[src/rtl/cpu_pkg.sv]
// Shared CPU definitions: opcode map, instruction field positions and sequencer states.
// Imported by both the control unit and the ALU so the opcode map lives in one place.
package cpu_pkg;

    localparam int OPCODE_MSB  = 11;
    localparam int OPCODE_LSB  = 8;
    localparam int OPERAND_MSB = 7;
    localparam int OPERAND_LSB = 0;

    localparam logic [3:0] OP_LOAD = 4'd0;
    localparam logic [3:0] OP_ADD  = 4'd1;
    localparam logic [3:0] OP_SUB  = 4'd2;
    localparam logic [3:0] OP_MUL  = 4'd3;
    localparam logic [3:0] OP_DIV  = 4'd4;
    localparam logic [3:0] OP_AND  = 4'd5;
    localparam logic [3:0] OP_OR   = 4'd6;
    localparam logic [3:0] OP_XOR  = 4'd7;
    localparam logic [3:0] OP_JMP  = 4'd8;
    localparam logic [3:0] OP_JZ   = 4'd9;
    localparam logic [3:0] OP_NOP  = 4'd10;
    localparam logic [3:0] OP_HALT = 4'd15;

    typedef enum logic [1:0] {FETCH, DECODE, EXEC, HALT} state_t;

    // Opcodes 0..7 are the only ones the ALU acts on.
    function automatic logic is_alu_op(input logic [3:0] op);
        return op <= OP_XOR;
    endfunction

endpackage

[src/rtl/unidade_controle_if.sv]
// Bus between the control unit and its ROM / ALU neighbours.
// master = control unit side, slave = ROM/ALU/environment side.
interface unidade_controle_if #(
    parameter int PC_W    = 8,
    parameter int INSTR_W = 12
);
    logic                 run;
    logic [INSTR_W-1:0]   rom_data;
    logic                 acc_zero;
    logic                 rom_en;
    logic [PC_W-1:0]      rom_addr;
    logic [PC_W-1:0]      pc;
    logic [3:0]           opcode;
    logic [INSTR_W-5:0]   operando;
    logic                 ula_en;
    logic                 halted;

    modport master (
        input  run, rom_data, acc_zero,
        output rom_en, rom_addr, pc, opcode, operando, ula_en, halted
    );

    modport slave (
        output run, rom_data, acc_zero,
        input  rom_en, rom_addr, pc, opcode, operando, ula_en, halted
    );

endinterface

[src/rtl/unidade_controle_contador_programa.sv]
// Program counter register: synchronous reset, parallel load for jumps,
// and increment that wraps naturally at the register width.
module contador_programa #(
    parameter int PC_W = 8
) (
    input  logic            clk,
    input  logic            rst,
    input  logic            load,
    input  logic [PC_W-1:0] load_value,
    input  logic            inc,
    output logic [PC_W-1:0] pc
);

    always_ff @(posedge clk) begin
        if (rst)
            pc <= '0;
        else if (load)
            pc <= load_value;
        else if (inc)
            pc <= pc + 1'b1;
    end

endmodule

[src/rtl/unidade_controle.sv]
// Fetch/decode/execute sequencer in front of the ALU: one instruction every
// three cycles, with JMP/JZ handling and a sticky HALT.
module unidade_controle
    import cpu_pkg::*;
#(
    parameter int PC_W    = 8,
    parameter int INSTR_W = 12
) (
    input  logic                clk,
    input  logic                rst,
    unidade_controle_if.master  bus
);

    localparam logic [1:0] S_FETCH  = FETCH;
    localparam logic [1:0] S_DECODE = DECODE;
    localparam logic [1:0] S_EXEC   = EXEC;
    localparam logic [1:0] S_HALT   = HALT;

    logic [1:0]          state;
    logic [1:0]          next_state;
    logic [3:0]          opcode;
    logic [INSTR_W-5:0]  operando;
    logic [PC_W-1:0]     pc;
    logic                pc_load;
    logic                pc_inc;

    always_comb begin
        next_state = state;
        case (state)
            S_FETCH:  next_state = bus.run ? S_DECODE : S_FETCH;
            S_DECODE: next_state = S_EXEC;
            S_EXEC:   next_state = (opcode == OP_HALT) ? S_HALT : S_FETCH;
            S_HALT:   next_state = S_HALT;
            default:  next_state = S_FETCH;
        endcase
    end

    always_ff @(posedge clk) begin
        if (rst) begin
            state    <= S_FETCH;
            opcode   <= '0;
            operando <= '0;
        end else begin
            state <= next_state;
            if (state == S_DECODE) begin
                opcode   <= bus.rom_data[OPCODE_MSB:OPCODE_LSB];
                operando <= bus.rom_data[OPERAND_MSB:OPERAND_LSB];
            end
        end
    end

    // acc_zero only matters on the EXEC edge of a JZ; HALT leaves pc untouched.
    always_comb begin
        pc_load = 1'b0;
        pc_inc  = 1'b0;
        if (state == S_EXEC) begin
            pc_load = (opcode == OP_JMP) || ((opcode == OP_JZ) && bus.acc_zero);
            pc_inc  = !pc_load && (opcode != OP_HALT);
        end
    end

    contador_programa #(
        .PC_W(PC_W)
    ) u_contador_programa (
        .clk        (clk),
        .rst        (rst),
        .load       (pc_load),
        .load_value (PC_W'(operando)),
        .inc        (pc_inc),
        .pc         (pc)
    );

    // rom_en is gated by rst so a held reset never issues a ROM read.
    assign bus.rom_en   = (state == S_FETCH) && bus.run && !rst;
    assign bus.rom_addr = pc;
    assign bus.pc       = pc;
    assign bus.opcode   = opcode;
    assign bus.operando = operando;
    assign bus.ula_en   = (state == S_EXEC) && is_alu_op(opcode);
    assign bus.halted   = (state == S_HALT);

endmodule

[src/flat_wrapper.sv]
// flat-port wrapper written by rule: the top's interface ports become plain ports
module unidade_controle_flat import cpu_pkg::*;
#(
    parameter int PC_W    = 8,
    parameter int INSTR_W = 12
)
  (clk, rst, bus_run, bus_rom_data, bus_acc_zero, bus_rom_en, bus_rom_addr, bus_pc, bus_opcode, bus_operando, bus_ula_en, bus_halted);
  unidade_controle_if #(.PC_W(PC_W), .INSTR_W(INSTR_W)) bus_i ();
  input  logic clk;
  input  logic rst;
  input wire logic [$bits(bus_i.run)-1:0] bus_run;
  input wire logic [$bits(bus_i.rom_data)-1:0] bus_rom_data;
  input wire logic [$bits(bus_i.acc_zero)-1:0] bus_acc_zero;
  output wire logic [$bits(bus_i.rom_en)-1:0] bus_rom_en;
  output wire logic [$bits(bus_i.rom_addr)-1:0] bus_rom_addr;
  output wire logic [$bits(bus_i.pc)-1:0] bus_pc;
  output wire logic [$bits(bus_i.opcode)-1:0] bus_opcode;
  output wire logic [$bits(bus_i.operando)-1:0] bus_operando;
  output wire logic [$bits(bus_i.ula_en)-1:0] bus_ula_en;
  output wire logic [$bits(bus_i.halted)-1:0] bus_halted;
  assign bus_i.run = bus_run;
  assign bus_i.rom_data = bus_rom_data;
  assign bus_i.acc_zero = bus_acc_zero;
  assign bus_rom_en = bus_i.rom_en;
  assign bus_rom_addr = bus_i.rom_addr;
  assign bus_pc = bus_i.pc;
  assign bus_opcode = bus_i.opcode;
  assign bus_operando = bus_i.operando;
  assign bus_ula_en = bus_i.ula_en;
  assign bus_halted = bus_i.halted;
  unidade_controle #(.PC_W(PC_W), .INSTR_W(INSTR_W)) u_core (.clk(clk), .rst(rst), .bus(bus_i));
endmodule
[config.mk]
export PLATFORM = sky130hd
export DESIGN_NAME = unidade_controle_flat
export DESIGN_NICKNAME = d
export VERILOG_FILES = /design/src/rtl/cpu_pkg.sv /design/src/rtl/unidade_controle_if.sv /design/src/rtl/unidade_controle_contador_programa.sv /design/src/rtl/unidade_controle.sv /design/src/flat_wrapper.sv
export SDC_FILE = /design/constraint.sdc
export NUM_CORES = 1
export LEC_CHECK = 0
export CAP_MARGIN = 0
export CORE_UTILIZATION = 45
export CTS_CLUSTER_SIZE = 24
export DETAILED_ROUTE_END_ITERATION = 8
export GPL_TIMING_DRIVEN = 0
export PLACE_DENSITY = 0.84
export SLEW_MARGIN = 20
export SYNTH_ARGS = -nofsm -noshare
export SYNTH_HDL_FRONTEND = slang
export SYNTH_SLANG_ARGS = --single-unit
[constraint.sdc]
create_clock -name clk -period 2.1 [get_ports clk]
set_input_delay 0.42 -clock clk [delete_from_list [all_inputs] [get_ports clk]]
set_output_delay 0.42 -clock clk [all_outputs]
set_load 0.05 [all_outputs]
==> flow_summary.ini <==
[outcome]
outcome = complete, no violations

[global_route]
busiest_layer = met2
met1_usage_pct = 25.9
grt_pass1_wl_mm = 4.46
grtUsageTotal_pct = 22.6
grt_pass1_vias = 1060
antenna_found_initial = 0
met3_usage_pct = 3.57
grtUsageMet2_pct = 42.0
grt_overflow_total = 0
grt_max_degree = 13

[routing]
vias = 1138
dr.pass1.iters = 4
drt_iter0_drc = 26
wl_per_cell_um = 12.6
routed_wl_mm = 2.74
drc = 0
ant_nets = 0
vias_per_cell = 5.24

[cells_and_area]
regArea_um2 = 440
antennaDiodeCount = 0
multiInputGateArea_um2 = 571
drive_gt1_share_pct = 10.1
nNetsFinal = 207
area_delta_synth_final_pct = 49.3
num-fill-cells = 206

[sta]
post-route-min-period_ns = 2.05
post-route-period-util_pct = 97.8
hold_viol = 0
slew-limit-headroom_pct = 66.1
finalSetupTns_ns = 0
rsz0062_at_grt = false
setup_viol = 0
finClkSkew_ns = 0.00776
slew_violations = 0
timing.fmax_ghz = 0.487
worst_slew_pin_slew_ns = 0.507

[power]
powerDensity_nw_per_um2 = 536
p_leak_nw = 0.702
power_mw = 0.881
ir_worst_vdd_v = 0.000416

[worst_setup_path]
crit_type = reg -> out
cp.required_ns = 1.68
end_kind = primary output
worst-path-max-fanout = 5
start_kind = register
critPathArrivalTime_ns = 1.63

[cts]
cts-root-buf = clkbuf_4
postCtsSetupBuffers = 0
cts.sinks = 22
numCtsBuffers = 3
clkSlewWorstSetupHoldPaths_ns = 0.12
clock_path_buffers = 2
clk_latency_ns = 0.30
htreeDepth = 1
tritoncts = done

[die]
die_w_um = 51.5
io_pins = 47
start_util_pct = 48.8
die_y_um = 51.5
die-area_um2 = 2650
fp-row-count = 17
core_area_um2 = 2250

[run]
cap_violations = 0

[yosys]
synth.distinct_cells = 30
syn-num-nets = 157
synth_top_area_cell = dfxtp_1
synth_edf_count = 0
synthTopCellsByCount = nand2_1 (31), dfxtp_1 (22), a21oi_1 (19)
yosys_warnings = 0
ys_ff_latch = 22
synthCells = 140
synth_area_leaders = dfxtp_1 (40%), nand2_1 (11%), a21oi_1 (8.6%)
avgSynthCellArea_um2 = 7.86
syn_area_um2 = 1100
synthArstFlopShare_pct = 0
synth_most_common_cell = nand2_1
yosysSeqAreaShare_pct = 40.0
ys.flop_type = dfxtp_1
synth_top_area_share_pct = 40.0

[placed_design]
dpl.hpwl_mm = 2.11
routabilityCongestion = 0.842
io_buffers = 45

[hold_path]
hp-class = reg -> reg
-- repair_timing --
action | in CTS | in global routing
endpoints found under the setup margin | 4 | 7
gates resized for setup | 4 | 10
hold buffers | 0 | 0
-- power by group --
group          internal [mW]  total, mW  switching (mW)
Combinational         0.0777      0.198           0.121
Sequential             0.435      0.455          0.0198
Clock                  0.106      0.228           0.122
Total                  0.618      0.881           0.263
-- final timing paths --
path	cells past startpoint	slack, ns	start	end
setup / recovery	2	0.05	u_core.u_contador_programa.pc[1]	bus_rom_addr[1]
hold / removal	2	0.48	u_core.bus.operando[3]	u_core.bus.operando[3]
setup reg to reg	5	0.44	u_core.state[1]	u_core.u_contador_programa.pc[6]
hold reg to reg	2	0.48	u_core.bus.operando[3]	u_core.bus.operando[3]
-- logic make-up after synthesis --
kind of cell    synth area share, %
compound gates                 15.8
buf+inv                        9.55
mux                            3.64
flops                          40.0
fa+ha+maj                      1.14
simple gates                   29.9
-- layer usage --
metal / wire (µm) / vias to the layer above
met5: 0 / -
met2: 1390 / 40
met1: 1180 / 521
met3: 140 / 6
li1: - / 571
met4: 28 / 0
-- stage by stage --
stage / hold WS, ns / setup WS, ns / util, % / instance area (µm²) / cells
2_1_floorplan: 0.553 / 0.243 / - / 1120 / 140
3_3_place_gp: 0.461 / -0.363 / 71.0 / 1600 / 213
3_5_place_dp: 0.465 / -0.354 / 71.0 / 1600 / 213
4_1_cts: 0.483 / -0.0732 / 72.4 / 1630 / 217
5_1_grt: 0.509 / 0.00377 / 72.9 / 1640 / 217
6_report: 0.479 / 0.0456 / 72.9 / 1640 / 217
-- sequential cells by signal (all words and copies together), names as in the netlist --
register / count
u_core.bus.operando: 8
u_core.u_contador_programa.pc: 8
u_core.bus.opcode: 4
u_core.state: 2
-- critical path, stage by stage (launching register included) --
cell and delay, ns:
dfxtp_1 0.41, buf_4 0.13, clkdlybuf4s50_1 0.78
-- layout by cell type (no fill, tap or decap), types with 2 or more instances in the layout --
cell type,instances
clkdlybuf4s50_1,36
nand2_1,31
dfxtp_1,22
a21oi_1,19
nor2_1,10
buf_4,8
clkbuf_1,5
dlymetal6s2s_1,5
nand2b_1,4
nor2b_1,4
mux2i_1,4
or3_1,3
inv_1,3
clkbuf_4,3
clkbuf_2,2
nand3_1,2
nand4b_1,2
o221ai_1,2
o21ai_0,2
nor3_1,2
o2bb2ai_1,2
o32ai_1,2
dlygate4sd2_1,2
-- final cells by class --
cell class / count / share of cell area, %
Tap cell: 28 / 2.13
Clock buffer: 4 / 2.21
Buffer: 15 / 5.78
Multi-Input combinational cell: 100 / 34.7
Sequential cell: 22 / 26.8
Inverter: 3 / 0.685
Timing Repair Buffer: 45 / 27.7
Note: power is estimated with default switching activity, not from simulation.
==> RTL change 1 (same settings) <==
Reset style: asynchronous (`rst`), changed in 2 clocked blocks. Comments in the files are not updated.
--- a/src/rtl/unidade_controle_contador_programa.sv
+++ b/src/rtl/unidade_controle_contador_programa.sv
@@ -11,7 +11,7 @@
     output logic [PC_W-1:0] pc
 );
 
-    always_ff @(posedge clk) begin
+    always_ff @(posedge clk or posedge rst) begin
         if (rst)
             pc <= '0;
         else if (load)
--- a/src/rtl/unidade_controle.sv
+++ b/src/rtl/unidade_controle.sv
@@ -35,7 +35,7 @@
         endcase
     end
 
-    always_ff @(posedge clk) begin
+    always_ff @(posedge clk or posedge rst) begin
         if (rst) begin
             state    <= S_FETCH;
             opcode   <= '0;
Formal check against the unedited RTL: differs if rst is asserted again (counterexample within 4 cycles, from zero or initial values and one cycle with rst high); with rst held inactive, the same outputs for 10 cycles.
==> RTL change 1 against the unedited design <==
  * Wire length decreased by 1.5%
  * Synthesized area up 1.9%
  * Critical path type unchanged
  * Highest routed layer unchanged
  * Cell area increased by 2.4%
  * Sequential cell count did not move
  * Worst setup slack got worse by 6.6 ps
Power is left out: the tool's default activity adds up to more than one toggle a clock period on the data nets, which glitch-free logic cannot reach.
==> RTL change 1: results <==
group,metric,value,unit
outcome,status,"finished clean",
yosys,synthAdderAreaFrac,0.0111,
placement,place.port_buffers,46,
finish,design.final.nets,168,
setup_path,critical_path.max_fanout,7,
finish,non_clock_buffer_area_share,0.324,
yosys,synth.cells.most_frequent,"dfrtp_1 (22), mux2_2 (12), buf_4 (8), nand2_1 (6)",
global_route,groute.layer.met1.usage,0.279,
drt,drt-pass1-iter-count,4,
global_route,grt_max_degree,23,
hold_path,hold_depth,1,
sta,finClkSkew,13.7,ps
setup_path,reg_to_reg_end,"u_core.u_contador_programa.pc[6]$_DFFE_PP0P_",
hold_path,worst_hold_startpoint,"u_core.bus.opcode[2]$_DFFE_PP0N_",
yosys,mappedNetlistNets,117,
yosys,synth_compound_gate_area_share,0.118,
yosys,post_synth.cell_area_avg,11.2,µm²
placement,gp_congestion,0.808,
finish,fraction_of_standard_cell_area_in_multi_input_logic,0.288,
drt,route.detailed.vias_per_inst,5.66,
drt,wl_per_cell,15.2,µm
global_route,grtUsageMet3,0.0468,
finish,multi_input_comb_cells,63,
floorplan,floorplan.die.width,51.9,µm
setup_path,crit_path_end,"bus_pc[2]",
finish,proportion_of_layout_cells_with_a_drive_suffix_above_1,0.200,
setup_path,critical_path.max_stage_delay,840,ps
setup_path,worst-r2r-cell-count,4,
yosys,ys_seq_area_frac,0.491,
finish,share_of_cell_area_taken_by_flip_flops_and_latches,0.327,
global_route,grtUsageTotal,0.215,
global_route,first_global_vias,971,
yosys,dominantRegCellSynth,"dfrtp_1",
setup_path,reg2reg_slack,130,ps
drt,drt-initial-drc-count,16,
finish,fin_util,0.739,
yosys,yosys-top-cells-area,"dfrtp_1 (49%), mux2_2 (12%), buf_4 (5.4%)",
setup_path,worstSetupStartpoint,"u_core.u_contador_programa.pc[2]$_DFFE_PP0P_",
yosys,synthArstFlopShare,1.00,
hold_path,hold_path.class,"reg -> reg",
finish,final.signal_inverter_count,4,
global_route,global_routing_usage_on_met2,0.368,
sta,timing.max_slew.rel_slack,0.454,
setup_path,worst_ep_arrival_time,1640,ps
yosys,synth_cell_type_count,33,
setup_path,rr_startpoint,"u_core.state[0]$_DFF_PP0_",
cts,clock_latency,320,ps
finish,buffers_excl_clock,57,
cts,clk_pin_slew,140,ps
placement,cell_area_placed,1620,µm²
yosys,mux_cell_area_share_after_synthesis,0.138,
finish,clkCellAreaFrac,0.0312,
placement,hpwl,1970,µm
global_route,grt_pass1_wl,4300,µm
finish,number_of_standard_cells_in_the_layout_taps_in_and_fillers_out,178,
hold_path,min_to,"u_core.bus.opcode[2]$_DFFE_PP0N_",
sta,final_critical_path_setup_slack,39.0,ps
sta,worst_hold_slack,566,ps
finish,nClkBuffers,3,
finish,final.fill_count,152,
[RTL change 1: changes by cell type in the layout (fill, tap and decap cells not counted), sizes merged, moves of 3 or more]
cell,change
nand2,-25
dfrtp,+22
dfxtp,-22
a21oi,-16
mux2,+12
clkbuf,-7
nor2,-6
dlygate4sd2,+5
clkdlybuf4s50,-4
nor2b,-3
or3,-3
[RTL change 1: kinds of logic (layout without fill, tap and decap cells)]
| family | count (synthesis) | after routing |
|---|---|---|
| AND/OR/NAND/NOR | 29 | 29 |
| buffers and inverters | 15 | 65 |
| AO/OA/AOI/OAI | 19 | 19 |
| adder cells (fa/ha/maj) | 1 | 1 |
| flip-flops | 22 | 22 |
| multiplexers | 14 | 14 |
[RTL change 1: per-layer routing]
metal  wire length (µm)  share of wire
met3                160          0.059
met2               1360           0.50
met1               1170           0.43
met4                 11         0.0041
met5                  0              0
[RTL change 1: repair_timing]
action / CTS / global route
endpoints found under the setup margin: 8 / 7
endpoints found under the hold margin: 0 / 0
resized for setup: 8 / 7
==> RTL change 2 (same settings) <==
Without the edit above. `PC_W` is set to 8 in 4 places; all go to 7.
--- a/src/rtl/unidade_controle_if.sv
+++ b/src/rtl/unidade_controle_if.sv
@@ -1,7 +1,7 @@
 // Bus between the control unit and its ROM / ALU neighbours.
 // master = control unit side, slave = ROM/ALU/environment side.
 interface unidade_controle_if #(
-    parameter int PC_W    = 8,
+    parameter int PC_W    = 7,
     parameter int INSTR_W = 12
 );
     logic                 run;
--- a/src/rtl/unidade_controle_contador_programa.sv
+++ b/src/rtl/unidade_controle_contador_programa.sv
@@ -1,7 +1,7 @@
 // Program counter register: synchronous reset, parallel load for jumps,
 // and increment that wraps naturally at the register width.
 module contador_programa #(
-    parameter int PC_W = 8
+    parameter int PC_W = 7
 ) (
     input  logic            clk,
     input  logic            rst,
--- a/src/rtl/unidade_controle.sv
+++ b/src/rtl/unidade_controle.sv
@@ -3,7 +3,7 @@
 module unidade_controle
     import cpu_pkg::*;
 #(
-    parameter int PC_W    = 8,
+    parameter int PC_W    = 7,
     parameter int INSTR_W = 12
 ) (
     input  logic                clk,
--- a/src/flat_wrapper.sv
+++ b/src/flat_wrapper.sv
@@ -1,7 +1,7 @@
 // flat-port wrapper written by rule: the top's interface ports become plain ports
 module unidade_controle_flat import cpu_pkg::*;
 #(
-    parameter int PC_W    = 8,
+    parameter int PC_W    = 7,
     parameter int INSTR_W = 12
 )
   (clk, rst, bus_run, bus_rom_data, bus_acc_zero, bus_rom_en, bus_rom_addr, bus_pc, bus_opcode, bus_operando, bus_ula_en, bus_halted);
Ports: changed (resized bus_pc and bus_rom_addr); port bits go from 47 to 45. No check against the original RTL was run, so the function may have changed too.
==> RTL change 2 against the unedited design <==
  * Worst setup slack improved by 26 ps
  * Worst hold slack lost 18 ps
  * Non-clock buffer count is 3 lower
  * Synthesized area shrank 5.6%
  * Synthesized cell count shrank 7.1%
  * Fmax is 1.3% higher
  * Cell area decreased by 6.2%
  * Wire length decreased by 5.1%
  * Sequential cell count shrank 1
  * Global-route usage grew 0.63 points
  * Utilization fell by 2.6 points
  * Total power is 9.0% lower
  * Via count shrank 6.2%
  * Critical endpoint is now bus_opcode[3]
  * Largest cell class unchanged
==> RTL change 2: results <==
group,metric,value,unit
outcome,status,"finished clean",
setup_path,worstSetupStartpoint,"u_core.bus.opcode[3]$_SDFFE_PP0N_",
yosys,synth.cells.most_frequent,"nand2_1 (28), dfxtp_1 (21), a21oi_1 (18), nor2_1 (9), buf_4 (8)",
yosys,yosys-top-cells-area,"dfxtp_1 (40%), nand2_1 (10%), a21oi_1 (8.7%)",
yosys,ys_seq_area_frac,0.404,
setup_path,reg_to_reg_end,"u_core.u_contador_programa.pc[4]$_SDFFE_PP0P_",
finish,buffers_excl_clock,57,
placement,pre_cts_ws,-273,ps
placement,gp_congestion,0.876,
finish,layout_top_registers,"u_core.bus.operando x8, u_core.u_contador_programa.pc x7, u_core.bus.opcode x4",
finish,fin_util,0.704,
placement,dpl.cell_count,201,
finish,number_of_standard_cells_in_the_layout_taps_in_and_fillers_out,205,
global_route,grtUsageTotal,0.232,
sta,worst_hold_slack,461,ps
finish,final.fill_count,191,
hold_path,min_to,"u_core.bus.operando[7]$_SDFFE_PP0N_",
yosys,post_synth.cell_area_avg,8.00,µm²
yosys,synth_cell_type_count,33,
finish,design.final.nets,195,
placement,place.port_buffers,43,
global_route,global_routing_usage_on_met2,0.409,
power,ir_drop,368,µV
yosys,mappedNetlistNets,147,
power,cellLeakagePower,0.662,nW
hold_path,worst_hold_startpoint,"u_core.bus.operando[7]$_SDFFE_PP0N_",
## RTL change 2: cell families after synthesis
| kind of cell | Yosys count | synth area share |
|---|---|---|
| simple gates | 61 | 0.297 |
| mux | 2 | 0.0193 |
| compound gates | 29 | 0.179 |
| flops | 21 | 0.404 |
| fa+ha+maj | 1 | 0.0120 |
| buf+inv | 16 | 0.0878 |
## RTL change 2: repair_timing
action	CTS	global route
pin swaps	0	0
gates resized for setup	5	5
setup endpoints to repair	4	5
setup buffers	0	0
## RTL change 2: power breakdown
| group | leakage [nW] | internal [mW] | switching, mW | total, mW |
|---|---|---|---|---|
| logic | 0.474 | 0.0714 | 0.108 | 0.180 |
| registers | 0.171 | 0.414 | 0.0179 | 0.432 |
| clock network | 0.0177 | 0.0708 | 0.120 | 0.191 |
| total | 0.662 | 0.556 | 0.246 | 0.802 |
## RTL change 2: worst min-delay path, delay by kind of cell, from the launching register on
family	cells	cell delay (ps)
and+or+nand+nor	1	50
AOI/OAI and AO/OA	1	50
DFF	1	330
